===== src/rtl/cpu_pkg.sv =====
// Shared definitions for the pipeline: memory access size encodings, the MEM
// stage state machine encoding and small alignment helpers.
package cpu_pkg;

  localparam logic [1:0] MEM_B = 2'd0;
  localparam logic [1:0] MEM_H = 2'd1;
  localparam logic [1:0] MEM_W = 2'd2;
  localparam logic [1:0] MEM_D = 2'd3;

  typedef enum logic [1:0] {
    ST_IDLE,
    ST_REQ,
    ST_WAIT,
    ST_DONE
  } memState_e;

  // A double access on a 32-bit datapath degrades to a word access.
  function automatic logic [1:0] effSize(input logic [1:0] size, input logic wide);
    return (size == MEM_D && !wide) ? MEM_W : size;
  endfunction

  function automatic logic isMisaligned(input logic [2:0] addrLow, input logic [1:0] size);
    logic mis;
    case (size)
      MEM_B:   mis = 1'b0;
      MEM_H:   mis = addrLow[0];
      MEM_W:   mis = |addrLow[1:0];
      default: mis = |addrLow;
    endcase
    return mis;
  endfunction

endpackage


===== src/rtl/load_align.sv =====
// Load data alignment: selects the addressed lane of the read data and
// sign- or zero-extends it to the full datapath width.
module load_align
  import cpu_pkg::*;
#(
  parameter int DATA_W = 32,
  parameter int LANE_W = $clog2(DATA_W / 8)
) (
  input  logic [DATA_W-1:0] rdata_i,
  input  logic [LANE_W-1:0] lane_i,
  input  logic [1:0]        size_i,
  input  logic              unsigned_i,
  output logic [DATA_W-1:0] data_o
);

  logic [DATA_W-1:0] shifted;
  logic [DATA_W-1:0] lowMask;
  logic              signBit;

  assign shifted = rdata_i >> {lane_i, 3'b000};

  always_comb begin
    signBit = 1'b0;
    lowMask = '1;
    case (size_i)
      MEM_B: begin
        signBit = shifted[7];
        lowMask = DATA_W'(8'hFF);
      end
      MEM_H: begin
        signBit = shifted[15];
        lowMask = DATA_W'(16'hFFFF);
      end
      MEM_W: begin
        signBit = shifted[31];
        lowMask = DATA_W'(32'hFFFF_FFFF);
      end
      default: begin
        signBit = shifted[DATA_W-1];
        lowMask = '1;
      end
    endcase
  end

  assign data_o = (shifted & lowMask) | ((signBit && !unsigned_i) ? ~lowMask : '0);

endmodule


===== src/rtl/mem_stage.sv =====
// Memory-access pipeline stage between EXE and WB: issues one request at a
// time on a stallable addr_ok/data_ok bus and aligns load/store data.
module mem_stage
  import cpu_pkg::*;
#(
  parameter int DATA_W = 32,
  parameter int ADDR_W = 32,
  parameter int RF_AW  = 5
) (
  input  logic                clk,
  input  logic                reset,
  input  logic                exe_to_mem_valid,
  output logic                mem_allowin,
  input  logic [ADDR_W-1:0]   exe_pc,
  input  logic [DATA_W-1:0]   exe_alu_result,
  input  logic                exe_rf_we,
  input  logic [RF_AW-1:0]    exe_rf_waddr,
  input  logic                exe_res_from_mem,
  input  logic                exe_mem_we,
  input  logic [1:0]          exe_mem_size,
  input  logic                exe_mem_unsigned,
  input  logic [DATA_W-1:0]   exe_rkd_value,
  input  logic                wb_allowin,
  output logic                mem_to_wb_valid,
  output logic [ADDR_W-1:0]   mem_pc,
  output logic                mem_rf_we,
  output logic [RF_AW-1:0]    mem_rf_waddr,
  output logic [DATA_W-1:0]   mem_rf_wdata,
  output logic                mem_ale,
  output logic                mem_load_pending,
  output logic                data_req,
  output logic                data_wr,
  output logic [1:0]          data_size,
  output logic [DATA_W/8-1:0] data_wstrb,
  output logic [ADDR_W-1:0]   data_addr,
  output logic [DATA_W-1:0]   data_wdata,
  input  logic                data_addr_ok,
  input  logic                data_data_ok,
  input  logic [DATA_W-1:0]   data_rdata
);

  localparam int   NB     = DATA_W / 8;
  localparam int   LANE_W = $clog2(NB);
  localparam logic WIDE   = (DATA_W == 64);

  logic              memValid_q;
  logic [ADDR_W-1:0] pc_q;
  logic [DATA_W-1:0] aluResult_q;
  logic              rfWe_q;
  logic [RF_AW-1:0]  rfWaddr_q;
  logic              resFromMem_q;
  logic              memWe_q;
  logic [1:0]        size_q;
  logic              unsigned_q;
  logic [DATA_W-1:0] rkdValue_q;
  logic [DATA_W-1:0] rdata_q;
  memState_e         state_q, state_d;
  logic              rspLatch;

  logic [1:0]        exeSize;
  logic              exeCapture;
  logic              captureMem;
  logic              isMem;
  logic              misaligned;
  logic              readyGo;
  logic [LANE_W-1:0] lane;
  logic [NB-1:0]     byteMask;
  logic [DATA_W-1:0] storeData;
  logic [DATA_W-1:0] loadData;

  assign exeSize    = effSize(exe_mem_size, WIDE);
  assign exeCapture = exe_to_mem_valid & mem_allowin;
  assign captureMem = exeCapture & (exe_res_from_mem | exe_mem_we)
                    & ~isMisaligned(exe_alu_result[2:0], exeSize);

  assign isMem      = resFromMem_q | memWe_q;
  assign misaligned = isMem & isMisaligned(aluResult_q[2:0], size_q);
  assign readyGo    = ~isMem | misaligned | (state_q == ST_DONE);
  assign lane       = aluResult_q[LANE_W-1:0];

  assign mem_allowin     = ~memValid_q | (readyGo & wb_allowin);
  assign mem_to_wb_valid = memValid_q & readyGo;

  always_ff @(posedge clk) begin
    if (reset) begin
      memValid_q   <= 1'b0;
      pc_q         <= '0;
      aluResult_q  <= '0;
      rfWe_q       <= 1'b0;
      rfWaddr_q    <= '0;
      resFromMem_q <= 1'b0;
      memWe_q      <= 1'b0;
      size_q       <= MEM_B;
      unsigned_q   <= 1'b0;
      rkdValue_q   <= '0;
    end else begin
      if (mem_allowin) memValid_q <= exe_to_mem_valid;
      if (exeCapture) begin
        pc_q         <= exe_pc;
        aluResult_q  <= exe_alu_result;
        rfWe_q       <= exe_rf_we;
        rfWaddr_q    <= exe_rf_waddr;
        resFromMem_q <= exe_res_from_mem;
        memWe_q      <= exe_mem_we;
        size_q       <= exeSize;
        unsigned_q   <= exe_mem_unsigned;
        rkdValue_q   <= exe_rkd_value;
      end
    end
  end

  always_ff @(posedge clk) begin
    if (reset) begin
      state_q <= ST_IDLE;
      rdata_q <= '0;
    end else begin
      state_q <= state_d;
      if (rspLatch) rdata_q <= data_rdata;
    end
  end

  // DONE may hand over directly to REQ so back-to-back memory ops add no bubble.
  always_comb begin
    state_d  = state_q;
    rspLatch = 1'b0;
    case (state_q)
      ST_IDLE: if (captureMem) state_d = ST_REQ;
      ST_REQ: begin
        if (data_addr_ok) begin
          if (data_data_ok) begin
            state_d  = ST_DONE;
            rspLatch = 1'b1;
          end else begin
            state_d = ST_WAIT;
          end
        end
      end
      ST_WAIT: begin
        if (data_data_ok) begin
          state_d  = ST_DONE;
          rspLatch = 1'b1;
        end
      end
      ST_DONE: if (wb_allowin) state_d = captureMem ? ST_REQ : ST_IDLE;
      default: state_d = ST_IDLE;
    endcase
  end

  always_comb begin
    case (size_q)
      MEM_B:   byteMask = NB'(8'h01);
      MEM_H:   byteMask = NB'(8'h03);
      MEM_W:   byteMask = NB'(8'h0F);
      default: byteMask = NB'(8'hFF);
    endcase
  end

  always_comb begin
    storeData = '0;
    for (int i = 0; i < NB; i++) begin
      storeData[i*8 +: 8] = rkdValue_q[(i % (1 << size_q))*8 +: 8];
    end
  end

  load_align #(
    .DATA_W(DATA_W),
    .LANE_W(LANE_W)
  ) u_load_align (
    .rdata_i   (rdata_q),
    .lane_i    (lane),
    .size_i    (size_q),
    .unsigned_i(unsigned_q),
    .data_o    (loadData)
  );

  assign data_req   = (state_q == ST_REQ);
  assign data_wr    = data_req & memWe_q;
  assign data_size  = size_q;
  assign data_addr  = aluResult_q[ADDR_W-1:0];
  assign data_wdata = storeData;
  assign data_wstrb = (memValid_q & memWe_q) ? (byteMask << lane) : '0;

  assign mem_pc           = pc_q;
  assign mem_ale          = memValid_q & misaligned;
  assign mem_rf_we        = memValid_q & rfWe_q & ~misaligned;
  assign mem_rf_waddr     = rfWaddr_q;
  assign mem_rf_wdata     = resFromMem_q ? loadData : aluResult_q;
  assign mem_load_pending = memValid_q & resFromMem_q & ~misaligned & (state_q != ST_DONE);

endmodule


===== config.mk =====
export PLATFORM = sky130hd
export DESIGN_NAME = mem_stage
export DESIGN_NICKNAME = d
export VERILOG_FILES = /design/src/rtl/cpu_pkg.sv /design/src/rtl/load_align.sv /design/src/rtl/mem_stage.sv
export SDC_FILE = /design/constraint.sdc
export NUM_CORES = 1
export LEC_CHECK = 0
export ABC_AREA = 1
export CAP_MARGIN = 5
export CORE_ASPECT_RATIO = 0.6
export CORE_MARGIN = 10
export CORE_UTILIZATION = 44
export CTS_CLUSTER_DIAMETER = 80
export DETAILED_ROUTE_END_ITERATION = 6
export HOLD_SLACK_MARGIN = 0.1
export PLACE_DENSITY = 0.81
export SLEW_MARGIN = 0
export SYNTH_ARGS = -nofsm -noshare
export SYNTH_HDL_FRONTEND = slang
export SYNTH_SLANG_ARGS = --single-unit

===== constraint.sdc =====
create_clock -name clk -period 5.1 [get_ports clk]
set_input_delay 1.02 -clock clk [delete_from_list [all_inputs] [get_ports clk]]
set_output_delay 1.02 -clock clk [all_outputs]
set_load 0.005 [all_outputs]

==> impl_metrics.py, run 1 <==
metrics = {
    "sta": {
        "setup-violations-final": 0,
        "setup_tns_ns": 0,
        "fin_crit_ns": 5.04,
        "tightest_slew_ns": 0.962,
        "hold_violations": 0,
        "slew-limit-headroom_pct": 35.8,
        "rsz0062_at_grt": "yes",
        "finalCritPeriodShare_pct": 98.9,
        "drv_slew": 0,
        "setup_ws_ns": 0.0567,
        "skew_ns": 0.0145,
        "fmax_mhz": 198,
    },
    "layout": {
        "drive_above_1_share_pct": 6.64,
        "final_util_pct": 68.6,
        "final_cells": 1629,
        "areaGrowthSynthToFinish_pct": 52.0,
        "nNetsFinal": 1552,
        "fillCellCount": 1406,
        "layout_common_cells": "clkdlybuf4s50_1 (283), nor2_1 (254), o21ai_0 (181)",
        "layout_commonest_cell": "clkdlybuf4s50_1",
        "antennaDiodeCount": 0,
    },
    "die": {
        "row_count": 36,
        "die-area_sq_um": 22500,
        "num_io_pins": 291,
        "core_area_sq_um": 16400,
        "start_util_pct": 45.1,
        "die-height_microns": 120,
        "die_x_microns": 187,
    },
    "placement": {
        "pre_cts_ws_ns": 0.142,
        "place_inst": 1591,
        "gp_congestion": 0.981,
        "hpwl_microns": 24300,
        "port_buffers": 290,
    },
    "flow_run": {
        "cap_violations": 0,
    },
    "clocking": {
        "cts-root-buf": "clkbuf_16",
        "cts-htree-levels": 4,
        "clock_sinks": 142,
        "clk_pin_slew_ns": 0.07,
        "cts_made_buffers": 17,
        "clk-insertion-delay-late_ns": 0.43,
        "cts_tree": "built",
        "clockBufferDepth": 2,
    },
    "worst_setup_path": {
        "r2r-start": "data_addr[1]",
        "path_max_fanout": 8,
        "regToRegEndpoint": "data_addr[25]",
        "worstPathArrival_ns": 4.02,
        "r2r_cells": 13,
        "setup.worst_path.class": "reg -> out",
        "end_kind": "output pin",
        "r2r_slack_ns": 1.55,
        "cp-start-kind": "register",
        "required_ns": 4.08,
    },
    "logic_synthesis": {
        "netlist_area_sq_um": 7380,
        "synthArstFlopShare_pct": 0,
        "syn_nets": 1290,
        "yosysWarningCount": 0,
        "synth_edf_count": 0,
        "ys.flop_type": "dfxtp_1",
        "ys_seq_elements": 142,
        "synthDistinctLibCells": 37,
        "syn_avg_cell_area_sq_um": 6.54,
        "seq_area_frac_synth_pct": 38.5,
        "syn_inst": 1127,
    },
    "route": {
        "wl_microns": 32000,
        "route.met2.wl_microns": 13100,
        "drc_errors": 0,
        "via_per_inst": 5.27,
        "dr.max_layer_used": "met5",
        "routedWlPerCell_microns": 19.6,
        "firstDrtPassIters": 7,
        "wl_met3_microns": 3750,
        "vias": 8587,
        "drt-initial-drc-count": 973,
        "final_antenna_net_count": 0,
        "wl_met1_microns": 14600,
    },
    "power": {
        "swShare_pct": 34.4,
        "power_density_nw_per_um2": 337,
        "p_int_mw": 2.48,
        "p_sw_mw": 1.30,
        "p_leak_nw": 4.56,
        "combPwrFrac_pct": 31.3,
        "clock_power_share_pct": 33.4,
        "p_total_mw": 3.78,
        "ir_drop_mv": 0.218,
        "seqPwrFrac_pct": 35.4,
    },
    "grt": {
        "grt-ovfl-total": 0,
        "antenna_found_initial": 2,
        "grt_start_max_net_pins": 86,
        "grt_pass1_vias": 8171,
        "grt.total_usage_pct": 27.4,
        "grt_pass1_wl_microns": 48800,
    },
    "run_status": {
        "status": "finished clean",
    },
    "min_path": {
        "hold_path.class": "reg -> reg",
        "worstHoldPathCells": 2,
        "holdPathEnd": "mem_pc[5]",
        "hold_path_startpoint": "mem_pc[5]",
    },
}
==> through the flow <==
| stage | area [sq um] | hold WS [ns] |
|---|---|---|
| after floorplan | 7380 | 0.439 |
| after global placement | 10400 | 0.459 |
| after detailed placement | 10400 | 0.471 |
| after CTS | 11100 | 0.486 |
| after global routing | 11200 | 0.500 |
| final | 11200 | 0.486 |
==> worst max-delay path: stages (launching register included) <==
cell and delay (ns):
dfxtp_4 0.37, buf_12 0.13, ha_4 0.15, inv_2 0.08
ha_4 0.21, inv_2 0.09, nand2_1 0.07, nand2_2 0.10
nand4_1 0.14, nand3_2 0.15, buf_4 0.12, nand4_1 0.09
nand2_1 0.08, nand3_1 0.09, nor2_2 0.12, nand4_1 0.17
o21ai_2 0.29, inv_1 0.37, a21oi_2 0.23, clkdlybuf4s50_1 0.52
==> cells by family (layout without fill, tap and decap cells) <==
family                   after synthesis  count (layout)  share of synthesized area (%)
AND/OR/NAND/NOR                      499             501                           27.8
buffers and inverters                156             428                           8.19
adder cells (fa/ha/maj)               18              18                           3.05
AO/OA/AOI/OAI                        312             312                           22.4
flip-flops                           142             142                           38.5
==> metal layers <==
| metal | vias up | GRT usage [%] |
|---|---|---|
| li1 | 4220 | - |
| met2 | 397 | 38.9 |
| met1 | 3923 | 37.6 |
| met3 | 43 | 11.3 |
| met5 | - | 0 |
| met4 | 4 | 6.62 |
==> cells in the mapped netlist, types with 2 or more instances <==
| cell | instances | area [sq um] |
|---|---|---|
| dfxtp_1 | 142 | 2840 |
| o21ai_0 | 181 | 906 |
| nand2_4 | 3 | 33.8 |
| ha_1 | 18 | 225 |
| nor2_2 | 2 | 12.5 |
| inv_2 | 5 | 18.8 |
| inv_4 | 2 | 12.5 |
| buf_2 | 2 | 10.0 |
| nand4_1 | 8 | 50.1 |
| nor2_1 | 255 | 957 |
| nand3_1 | 50 | 250 |
| o21ai_1 | 3 | 15.0 |
| a211oi_1 | 11 | 82.6 |
| nand2_1 | 162 | 608 |
| nand2_2 | 3 | 18.8 |
| nor4_1 | 9 | 56.3 |
| nand3_4 | 2 | 35.0 |
| a22oi_1 | 5 | 37.5 |
| clkbuf_1 | 61 | 229 |
| a21oi_1 | 98 | 490 |
| o211ai_1 | 6 | 45.0 |
| inv_1 | 79 | 297 |
| buf_1 | 4 | 15.0 |
| nor3_1 | 3 | 15.0 |
==> power groups by stage <==
stage | combinational, mW | sequential (mW) | clock [mW]
2_1_floorplan | 0.578 | 1.33 | 0
3_3_place_gp | 1.12 | 1.35 | 0
3_5_place_dp | 1.13 | 1.35 | 0
4_1_cts | 1.15 | 1.33 | 1.27
5_1_grt | 1.30 | 1.35 | 1.32
6_report | 1.18 | 1.34 | 1.26
==> state kept, by name, summed over array words and instances (netlist names) <==
name / flops
data_addr: 32
mem_pc: 32
rdata_q: 32
rkdValue_q: 32
mem_rf_waddr: 5
data_size: 2
state_q: 2
memValid_q: 1
memWe_q: 1
resFromMem_q: 1
rfWe_q: 1
unsigned_q: 1
==> layout make-up <==
cell class / count / area [sq um] / area share [%]
clock buffers: 18 / 439 / 3.92
repair buffers: 310 / 3100 / 27.6
well taps: 228 / 285 / 2.54
flip-flops and latches: 142 / 2850 / 25.4
multi-input cells: 831 / 4060 / 36.2
clock inverters: 13 / 145 / 1.29
inverters: 87 / 340 / 3.04
==> how the worst max path moves through the flow <==
stage / start / to / slack, ns
floorplan: data_size[1] / data_wdata[7] / 0.76
global placement: data_size[0] / data_wdata[1] / 0.26
detailed placement: data_size[0] / data_wdata[1] / 0.14
CTS: data_size[1] / data_wdata[0] / 0.02
global route: data_size[1] / data_wdata[6] / -0.21
finish: data_size[0] / data_wdata[6] / 0.06
==> repair_timing <==
item | 4_1_cts | 5_1_grt
endpoints found under the setup margin | 8 | 8
gates cloned | 1 | 1
endpoints found under the hold margin | 0 | 0
hold buffers | 0 | 0
pin swaps | 0 | 5
setup buffers | 0 | 5
resized for setup | 12 | 25
Note: power is estimated with default switching activity, not from simulation.
==> run 2: changes to the inputs <==
- CORE_UTILIZATION: 44 -> 64
- DONT_BUFFER_PORTS: unset -> 1
- PLACE_DENSITY: 0.81 -> 0.8
==> run 2 against run 1 <==
Wire length is 18% lower. Sequential share of layout area is 10 points higher. Cell count is 23% lower. Clock power is 6% lower. Count of clock-buffer cells in the layout stayed put. Critical path depth is 6 higher. First-iteration DRC count is 0.82% lower. Setup slack better by 0.24 ns. Non-clock buffer count is 300 lower. Sequential power hardly changed.
==> impl_metrics.py, run 2 (synthesized netlist as in run 1, its figures left out) <==
metrics = {
    "layout": {
        "layout_common_cells": "nor2_1 (255), o21ai_0 (181), nand2_1 (161)",
        "nNetsFinal": 1250,
        "fillCellCount": 995,
        "drive_above_1_share_pct": 6.91,
        "areaGrowthSynthToFinish_pct": 8.72,
        "antennaDiodeCount": 0,
        "final_cells": 1260,
        "layout_commonest_cell": "nor2_1",
    },
    "power": {
        "ir_drop_mv": 0.295,
        "p_leak_nw": 3.27,
        "power_density_nw_per_um2": 414,
    },
    "clocking": {
        "cts_made_buffers": 17,
        "clockBufferDepth": 2,
        "clock_sinks": 142,
        "clk_pin_slew_ns": 0.06,
        "cts-root-buf": "clkbuf_16",
        "cts_tree": "built",
        "cts-htree-levels": 4,
        "clk-insertion-delay-late_ns": 0.42,
        "hold_buffers": 0,
    },
    "die": {
        "core_area_sq_um": 11300,
        "die-height_microns": 103,
        "row_count": 30,
        "start_util_pct": 65.3,
        "die_x_microns": 159,
        "die-area_sq_um": 16400,
        "num_io_pins": 291,
    },
    "placement": {
        "place_inst": 1228,
        "gp_congestion": 0.991,
        "port_buffers": 0,
        "hpwl_microns": 19900,
    },
    "route": {
        "final_antenna_net_count": 0,
        "drt-initial-drc-count": 965,
        "vias": 7563,
        "wl_microns": 26200,
        "drc_errors": 0,
        "firstDrtPassIters": 7,
        "routedWlPerCell_microns": 20.8,
        "via_per_inst": 6.00,
    },
    "worst_setup_path": {
        "r2r_slack_ns": 1.58,
        "path_delay_family": "simple AND/OR/NAND/NOR gates",
        "required_ns": 4.08,
        "end_kind": "output pin",
        "setup.worst_path.class": "reg -> out",
        "worstPathArrival_ns": 3.78,
        "path_max_fanout": 17,
        "crit_path_max_incr_delay_ns": 0.39,
        "regToRegEndpoint": "data_addr[28]",
        "slowest_stage": "dfxtp_4",
        "r2r_cells": 13,
        "cp-start-kind": "register",
        "crit_top_cell": "nand2_1",
        "r2r-start": "data_addr[1]",
        "cp_num_buf_inv": 3,
    },
    "sta": {
        "finalCritPeriodShare_pct": 94.2,
        "fmax_mhz": 208,
        "skew_ns": 0.0123,
        "hold_violations": 0,
        "drv_slew": 0,
        "rsz0062_at_grt": "no",
        "fin_crit_ns": 4.80,
        "slew-limit-headroom_pct": 19.4,
        "setup_tns_ns": 0,
        "setup-violations-final": 0,
        "tightest_slew_ns": 1.21,
    },
    "grt": {
        "grt_pass1_vias": 6661,
        "grt.total_usage_pct": 30.7,
        "grt-ovfl-total": 0,
        "antenna_found_initial": 4,
        "grt_pass1_wl_microns": 38700,
        "grt_start_max_net_pins": 87,
    },
    "min_path": {
        "holdPathEnd": "rdata_q[3]",
        "worstHoldPathCells": 2,
        "hold_path_startpoint": "rdata_q[3]",
        "hold_path.class": "reg -> reg",
    },
    "run_status": {
        "status": "finished clean",
    },
    "flow_run": {
        "cap_violations": 0,
    },
}
-- run 2: where the power goes --
| part | switching [mW] | internal, mW |
|---|---|---|
| logic | 0.543 | 0.233 |
| registers | 0.115 | 1.24 |
| clock network | 0.536 | 0.654 |
| total | 1.19 | 2.13 |
-- run 2: worst max path at each step --
stage | cells past startpoint | slack (ns) | end | start
final | 25 | 0.30 | data_wdata[4] | data_size[0]
after CTS | 25 | 0.08 | data_wdata[4] | data_size[0]
after global placement | 25 | 0.70 | data_wdata[1] | data_size[0]
after detailed placement | 25 | 0.57 | data_wdata[4] | data_size[0]
after floorplan | 26 | 0.76 | data_wdata[7] | data_size[1]
after global routing | 25 | 0.03 | data_wdata[0] | data_size[1]
-- run 2: routing by layer --
| metal | GRT usage, % | part of all wire [%] | vias to the layer above |
|---|---|---|---|
| met5 | 0 | 0.16 | - |
| met4 | 8.01 | 2.0 | 6 |
| met3 | 16.4 | 16 | 56 |
| met2 | 43.9 | 43 | 475 |
| met1 | 39.5 | 40 | 3403 |
| li1 | - | - | 3623 |
-- run 2: tightest hold or removal path: stages (launching register included) --
cell and delay [ns]:
dfxtp_1 0.32, nor2_1 0.04, nor2_1 0.08
-- run 2: repair_timing --
| action | in CTS | in global routing |
|---|---|---|
| resized for setup | 0 | 13 |
| endpoints found under the setup margin | 0 | 8 |
| setup buffers | 0 | 0 |
-- run 2: layout make-up --
type	count	area [sq um]	share of cell area, %
clock buffer	18	439	5.48
sequential	142	2850	35.5
tap	160	200	2.50
inverter	87	332	4.13
multi-input combinational	829	3980	49.6
timing repair buffer	10	100	1.25
clock inverter	14	125	1.56
-- run 2: through the flow --
step	hold WS, ns	power (mW)	area (sq um)	util, %	setup WS [ns]
after floorplan	0.439	1.91	7380	-	0.757
after detailed placement	0.467	2.12	7410	65.6	0.569
final	0.478	3.32	8020	71.0	0.295
after global placement	0.457	2.11	7410	65.6	0.698
after global routing	0.497	3.48	8020	71.0	0.0306
after CTS	0.481	3.30	7980	70.6	0.0836
